## config.mk

```make
export PLATFORM = sky130hd
export DESIGN_NAME = icache_refill_ctrl
export DESIGN_NICKNAME = d
export VERILOG_FILES = /design/src/rtl/icache_refill_ctrl.sv
export SDC_FILE = /design/constraint.sdc
export NUM_CORES = 1
export LEC_CHECK = 0
export CORE_AREA = 2 2 184 186
export CTS_CLUSTER_DIAMETER = 150
export CTS_CLUSTER_SIZE = 16
export DETAILED_ROUTE_END_ITERATION = 16
export DIE_AREA = 0 0 186 188
export DONT_BUFFER_PORTS = 1
export PLACE_DENSITY = 0.57
export SYNTH_ARGS = -nofsm -noshare
export SYNTH_HDL_FRONTEND = slang
export SYNTH_SLANG_ARGS = --single-unit
```

## constraint.sdc

```tcl
create_clock -name clk_i -period 6.5 [get_ports clk_i]
set_clock_uncertainty 0.2 [all_clocks]
set_input_delay 0.975 -clock clk_i [delete_from_list [all_inputs] [get_ports clk_i]]
set_output_delay 0.975 -clock clk_i [all_outputs]
set_load 0.01 [all_outputs]
```

## src/rtl/icache_refill_ctrl.sv

```systemverilog
// rtl/icache_refill_ctrl.sv - blocking I-cache miss handler: one burst read per miss, assembled into a refill line
//
// Ports:
//   clk_i, rst_i                      clock, synchronous active-high reset
//   miss_req_*                        frontend miss request (paddr any offset, victim way)
//   mem_req_*                         line-aligned burst read request (beats = BEATS-1)
//   mem_resp_*                        read beats, beat 0 is the lowest address
//   refill_*                          assembled line back to the cache
//   busy_o                            controller not idle
//   proto_err_o                       one-cycle pulse when a burst length disagrees with BEATS
//   miss_count_o                      accepted misses, wrapping
module icache_refill_ctrl #(
    parameter int PLEN       = 32,
    parameter int LINE_WIDTH = 256,
    parameter int BUS_WIDTH  = 64,
    parameter int WAY_WIDTH  = 2
) (
    input  logic                  clk_i,
    input  logic                  rst_i,
    input  logic                  miss_req_valid_i,
    output logic                  miss_req_ready_o,
    input  logic [PLEN-1:0]       miss_req_paddr_i,
    input  logic [WAY_WIDTH-1:0]  miss_req_victim_way_i,
    output logic                  mem_req_valid_o,
    input  logic                  mem_req_ready_i,
    output logic [PLEN-1:0]       mem_req_addr_o,
    output logic [7:0]            mem_req_beats_o,
    input  logic                  mem_resp_valid_i,
    output logic                  mem_resp_ready_o,
    input  logic [BUS_WIDTH-1:0]  mem_resp_data_i,
    input  logic                  mem_resp_last_i,
    output logic                  refill_valid_o,
    input  logic                  refill_ready_i,
    output logic [PLEN-1:0]       refill_paddr_o,
    output logic [WAY_WIDTH-1:0]  refill_way_o,
    output logic [LINE_WIDTH-1:0] refill_data_o,
    output logic                  busy_o,
    output logic                  proto_err_o,
    output logic [31:0]           miss_count_o
);

    localparam int BEATS       = LINE_WIDTH / BUS_WIDTH;
    localparam int OFFSET_BITS = $clog2(LINE_WIDTH / 8);
    // One extra bit so the counter cannot wrap inside a burst.
    localparam int CNT_W       = $clog2(BEATS) + 1;

    typedef enum logic [1:0] {
        IDLE,
        REQ,
        RECV,
        REFILL
    } state_e;

    state_e                state_q, state_d;
    logic [CNT_W-1:0]      cnt_q, cnt_d;
    logic [31:0]           count_q, count_d;
    logic                  err_q, err_d;
    logic [PLEN-1:0]       addr_q, addr_d;
    logic [WAY_WIDTH-1:0]  way_q, way_d;
    logic [LINE_WIDTH-1:0] line_q, line_d;
    logic                  final_beat;

    assign final_beat = (cnt_q == CNT_W'(BEATS - 1));

    always_comb begin
        state_d          = state_q;
        cnt_d            = cnt_q;
        count_d          = count_q;
        err_d            = 1'b0;
        addr_d           = addr_q;
        way_d            = way_q;
        line_d           = line_q;
        miss_req_ready_o = 1'b0;
        mem_req_valid_o  = 1'b0;
        mem_resp_ready_o = 1'b0;
        refill_valid_o   = 1'b0;
        case (state_q)
            IDLE: begin
                miss_req_ready_o = 1'b1;
                // Stray beats of an abandoned burst are accepted and dropped.
                mem_resp_ready_o = 1'b1;
                if (miss_req_valid_i) begin
                    addr_d  = {miss_req_paddr_i[PLEN-1:OFFSET_BITS], {OFFSET_BITS{1'b0}}};
                    way_d   = miss_req_victim_way_i;
                    count_d = count_q + 32'd1;
                    state_d = REQ;
                end
            end
            REQ: begin
                mem_req_valid_o = 1'b1;
                if (mem_req_ready_i) begin
                    cnt_d   = '0;
                    state_d = RECV;
                end
            end
            RECV: begin
                mem_resp_ready_o = 1'b1;
                if (mem_resp_valid_i) begin
                    for (int k = 0; k < BEATS; k++) begin
                        if (cnt_q == CNT_W'(k)) begin
                            line_d[k*BUS_WIDTH +: BUS_WIDTH] = mem_resp_data_i;
                        end
                    end
                    cnt_d = cnt_q + CNT_W'(1);
                    // An early last still closes the line; missing words stay stale.
                    if (final_beat || mem_resp_last_i) begin
                        state_d = REFILL;
                    end
                    err_d = final_beat ^ mem_resp_last_i;
                end
            end
            REFILL: begin
                refill_valid_o = 1'b1;
                if (refill_ready_i) begin
                    state_d = IDLE;
                end
            end
            default: state_d = IDLE;
        endcase
    end

    always_ff @(posedge clk_i) begin
        if (rst_i) begin
            state_q <= IDLE;
            cnt_q   <= '0;
            count_q <= '0;
            err_q   <= 1'b0;
        end else begin
            state_q <= state_d;
            cnt_q   <= cnt_d;
            count_q <= count_d;
            err_q   <= err_d;
        end
    end

    always_ff @(posedge clk_i) begin
        addr_q <= addr_d;
        way_q  <= way_d;
        line_q <= line_d;
    end

    assign mem_req_addr_o  = addr_q;
    assign mem_req_beats_o = 8'(BEATS - 1);
    assign refill_paddr_o  = addr_q;
    assign refill_way_o    = way_q;
    assign refill_data_o   = line_q;
    assign busy_o          = (state_q != IDLE);
    assign proto_err_o     = err_q;
    assign miss_count_o    = count_q;

endmodule

```

==> results of run 1 <==
-- through the flow --
| stage | utilization, % | hold slack (ps) |
|---|---|---|
| 2_1_floorplan | - | 269 |
| 5_1_grt | 35.9 | 288 |
| 6_report | 35.9 | 297 |
| 3_5_place_dp | 33.9 | 291 |
| 3_3_place_gp | 33.9 | 284 |
| 4_1_cts | 35.9 | 288 |
-- worst reg2reg max path, cell delays in order (launching register included) --
cell	delay [ps]
dfxtp_1	340
inv_1	120
ha_1	280
nand2_1	280
nor2_4	770
buf_4	650
-- layout by cell type, fill, tap and decap left out, types with 8 or more instances in the layout --
cell type / instances
a21oi_1: 24
clkbuf_1: 8
clkbuf_16: 25
conb_1: 18
dfxtp_1: 38
edfxtp_1: 285
ha_1: 12
inv_1: 14
nand2_1: 15
nand3_1: 8
nand4_1: 13
nor2_1: 16
o21ai_0: 15
o31ai_1: 9
or4_1: 11
xor2_1: 8
-- worst paths after layout --
path | to | slack (ps)
worst min register to register | cnt_q[1] | 300
worst max-delay path | refill_data_o[194] | 3480
worst max register to register | refill_data_o[194] | 3480
worst min-delay path | cnt_q[1] | 300
-- cells by family (layout without fill, tap and decap cells) --
group,after synthesis,after routing,share of synthesized area (%)
and+or+nand+nor,99,99,5.31
other,2,19,0.0687
adders and majority gates,12,12,1.37
DFF,323,323,85.3
muxes,2,2,0.195
buffers and inverters,72,55,4.17
AOI/OAI and AO/OA,53,53,2.79
xor gates and xnor gates,10,10,0.802
-- metal layers --
layer | vias up | share of wire [%]
li1 | 2093 | -
met1 | 2589 | 35
met2 | 306 | 52
met3 | 31 | 11
met4 | 4 | 1.9
met5 | - | 0.090
-- layout make-up --
class	instances	area (sq um)
Fill cell	3022	21200
Sequential cell	323	9320
Multi-Input combinational cell	194	1230
Clock buffer	33	656
Tap cell	448	561
Timing Repair Buffer	7	52.6
Inverter	14	52.6
Clock inverter	1	16.3
Antenna cell	1	2.50
-- report_power, final --
group / switching, mW / internal, mW / leakage (nW)
clock: 0.638 / 0.700 / 0.324
combinational: 0.148 / 0.0492 / 0.437
sequential: 0.141 / 2.40 / 2.89
total: 0.927 / 3.15 / 3.65
-- flip-flops by register name, summed over array words and instances, names as in the netlist --
name	cells
refill_way_o	2
mem_req_addr_o	27
refill_data_o	256
miss_count_o	32
proto_err_o	1
cnt_q	3
state_q	2
==> results_dict.tcl, run 1 <==
set metrics [dict create \
    initial_core_util_pct 33.0 \
    port_buffers 0 \
    grt_use_met1_pct 15.3 \
    slew_headroom_pct 32.5 \
    postSynthCellCount 573 \
    ys_warn_count 0 \
    syn_area_sq_um 10900 \
    synth_edf_count 285 \
    dp.cells 986 \
    rsz0062_at_grt "false" \
    cts.reportedPaths.clkPinSlew_ps 70 \
    crit_path_end_kind "flop" \
    grtUsageMet3_pct 5.55 \
    finalInstanceArea_sq_um 11900 \
    synth.most_common_cell "edfxtp_1" \
    use_met2_pct 23.6 \
    grt_remaining_overflow 0 \
    fin_crit_ps 3020 \
    clkLatencyLatePin_ps 520 \
    drt-initial-drc-count 353 \
    critical_path_depth 5 \
    cts_buffers 24 \
    cts_resized 0 \
    finalNonFillerCells 1021 \
    holdCritStartpoint "cnt_q[1]" \
    grt_pass1_vias 4780 \
    peakVddDrop_uv 151 \
    setup_viol 0 \
    place_ws_ps 3250 \
    post_drt_via_cell_ratio 4.92 \
    synth_commonest_cells "edfxtp_1, buf_4, dfxtp_1, a21oi_1, nor2_1" \
    finalHoldViolations 0 \
    num_rows 67 \
    drive_gt1_share_pct 7.87 \
    ff2ff_path_depth 5 \
    synthFlopType "edfxtp_1" \
    cts_tree "built" \
    critPathLaunchType "flop" \
    path_cells "inv_1 -> ha_1 -> nand2_1 -> nor2_4 -> buf_4" \
    vias 5023 \
    die_width_um 186 \
    required_ps 6460 \
    grt_max_degree 65 \
    clock_path_buffers 3 \
    crit_type "reg2reg" \
    core_sq_um 33100 \
    busiest_layer "met2" \
    critPathBufInv 2 \
    arrival_ps 2980 \
    synth_top_area_share_pct 78.3 \
    post-dp-hpwl_mm 18.0 \
    dieHeight_um 188 \
    finalCritPeriodShare_pct 46.5 \
    synth_seq_area_share_pct 85.3 \
    post_cts_buffers 0 \
    synth_top_area_cell "edfxtp_1" \
    hold_depth 2 \
    htree_levels 1 \
    wl_per_cell_um 25.0 \
    crit_path_top_delay_cell "nor2_4" \
    p_per_area_nw_per_um2 343 \
    synth_cell_types 40 \
    firstDrtPassIters 4 \
    synth-seq-cells 323 \
    finalWorstSetupSlack_ps 3480 \
    nNetsFinal 681 \
    crit_start "state_q[0]" \
    dpl_cell_area_sq_um 11200 \
    maxCapViolCount 0 \
    drcViolationCount 0 \
    drt_wl_total_mm 25.5 \
    p_leak_nw 3.65 \
    antenna_found_initial 3 \
    path_max_fanout 39 \
    grtUsageTotal_pct 13.6 \
    worstMarginPinSlew_ps 1010 \
    synth_area_leaders "edfxtp_1, dfxtp_1, buf_4" \
    max_freq_ghz 0.331 \
    avgSynthCellArea_sq_um 19.1 \
    fin_setup_tns_ps 0 \
    status "finished clean" \
    dieArea_sq_um 35000 \
    regToRegStartpoint "state_q[0]" \
    num_io_pins 473 \
    cts-root-buf "clkbuf_16" \
    hold_buffers 0 \
    antenna_left 0 \
    gp_congestion 0.806 \
    cts_sinks 323 \
    totalPowerFinal_mw 4.07 \
    grt_pass1_wl_mm 34.7 \
    async_flop_share_pct 0 \
    min_path_type "reg2reg" \
    finalMaxSlewViolations 0 \
    area_growth_pct 8.85 \
    max_stage_delay_ps 760 \
    cpLargestDelayFamily "simple AND/OR/NAND/NOR gates" \
]
Power figures use the tool's default switching activity.
==> run 2, diff against run 1 <==
Settings changed: PLACE_DENSITY 0.57 to 0.55.
Clock period 6.5 ns to 3.1 ns, I/O delays scaled along.
==> run 2 against run 1 <==
Net effect:
- non-clock buffer count grew 95
- sequential power grew 110%
- utilization grew 3.3 points
- worst setup slack lost 3100 ps
- cell area grew 9.1%
- highest routed layer unchanged
- first-iteration DRC count grew 18%
- via count grew 7.4%
- sequential share of layout area shrank 6.5 points
- critical endpoint is now miss_count_o[24]
- fmax grew 13%
==> results_dict.tcl, run 2 (synthesis results as in run 1) <==
set metrics [dict create \
    rsz0062_at_grt "false" \
    num_rows 67 \
    cts.reportedPaths.clkPinSlew_ps 70 \
    cts-root-buf "clkbuf_16" \
    post-dp-hpwl_mm 16.2 \
    p_per_area_nw_per_um2 677 \
    cts_tree "built" \
    fin_setup_tns_ps 0 \
    holdWs_ps 32.2 \
    final_util_pct 39.2 \
    hold_depth 2 \
    busiest_layer "met2" \
    crit_type "reg2reg" \
    grt_pass1_vias 5228 \
    use_met2_pct 24.8 \
    cts_buffers 24 \
    crit_path_end_kind "flop" \
    hold_buffers 96 \
    port_buffers 0 \
    r2r_slack_ps 420 \
    cts_resized 0 \
    grt_max_degree 65 \
    finalHoldViolations 0 \
    initial_core_util_pct 33.0 \
    setup_viol 0 \
    grtUsageTotal_pct 13.3 \
    grt_pass1_wl_mm 35.1 \
    die_width_um 186 \
    totalPowerFinal_mw 8.78 \
    post_drt_via_cell_ratio 4.79 \
    final_cell_mix "edfxtp_1, dlygate4sd3_1, dfxtp_1, clkbuf_16, a21oi_1" \
    drcViolationCount 0 \
    dieArea_sq_um 35000 \
    cts_sinks 323 \
    regToRegStartpoint "state_q[0]" \
    layout_commonest_cell "edfxtp_1" \
    core_sq_um 33100 \
    fin_crit_ps 2680 \
    holdCritStartpoint "rst_i" \
    status "finished clean" \
    drive_gt1_share_pct 6.94 \
    peakVddDrop_uv 458 \
    path_max_fanout 11 \
    vias 5395 \
    max_freq_ghz 0.372 \
    hold_end "miss_count_o[1]" \
    dieHeight_um 188 \
    largest_reg_flops 256 \
    post_cts_buffers 0 \
    num_io_pins 473 \
    finalWorstSetupSlack_ps 415 \
    arrival_ps 2930 \
    critPathLaunchType "flop" \
    gp_congestion 0.807 \
    p_leak_nw 4.08 \
    grtUsageMet3_pct 4.12 \
    grt_use_met1_pct 14.3 \
    drt-initial-drc-count 417 \
    crit_start "state_q[0]" \
    antenna_found_initial 2 \
    place_ws_ps 467 \
    clkLatencyLatePin_ps 520 \
    firstDrtPassIters 5 \
    finalMaxSlewViolations 0 \
    drt_wl_total_mm 25.0 \
    nNetsFinal 776 \
    finalCritPeriodShare_pct 86.6 \
    reg2reg_to "miss_count_o[24]" \
    area_growth_pct 18.7 \
    htree_levels 1 \
    ff2ff_path_depth 6 \
    min_path_type "in2reg" \
    required_ps 3340 \
    clock_path_buffers 3 \
    wl_per_cell_um 22.2 \
    antenna_left 0 \
    grt_remaining_overflow 0 \
    maxCapViolCount 0 \
]
-- run 2: cell types whose count changed in the layout (fill, tap and decap cells not counted), sizes merged --
| cell | delta |
|---|---|
| dlygate4sd3 | +95 |
| clkbuf | +10 |
-- run 2: worst max-delay path, cell delays in order, from the launching register on --
cell     delay, ps
dfxtp_1        350
inv_1          130
ha_1           350
nand4_1        180
or4_1          690
or3_2          510
a21oi_1        190
-- run 2: metrics by stage --
step	instance area [sq um]	std cells
after CTS	13000	1125
after floorplan	11000	589
after detailed placement	11300	985
after global placement	11300	985
final	13000	1126
after global routing	13000	1125
-- run 2: layout make-up --
cell class	count	area (sq um)
tap	448	561
sequential	323	9320
antenna	1	2.50
fill	2939	20100
timing repair buffer	102	1070
clock buffer	43	693
clock inverter	1	16.3
inverter	14	52.6
multi-input combinational	194	1260
-- run 2: how the worst max path moves through the flow --
stage                                     to  slack [ps]
after global routing        miss_count_o[30]         310
after CTS                   miss_count_o[24]         440
after floorplan           refill_data_o[192]          40
final                       miss_count_o[24]         420
after global placement      miss_count_o[28]         530
after detailed placement    miss_count_o[24]         470
-- run 2: where the power goes --
group / switching, mW / internal, mW / total, mW
logic: 0.390 / 0.204 / 0.594
clock network: 1.36 / 1.52 / 2.87
registers: 0.286 / 5.02 / 5.31
total: 2.03 / 6.74 / 8.78
-- run 2: layer usage --
metal / wire length (um) / vias to the layer above
met4: 485 / 2
met5: 15 / -
met3: 2460 / 34
met1: 8600 / 2715
li1: - / 2302
met2: 13500 / 342
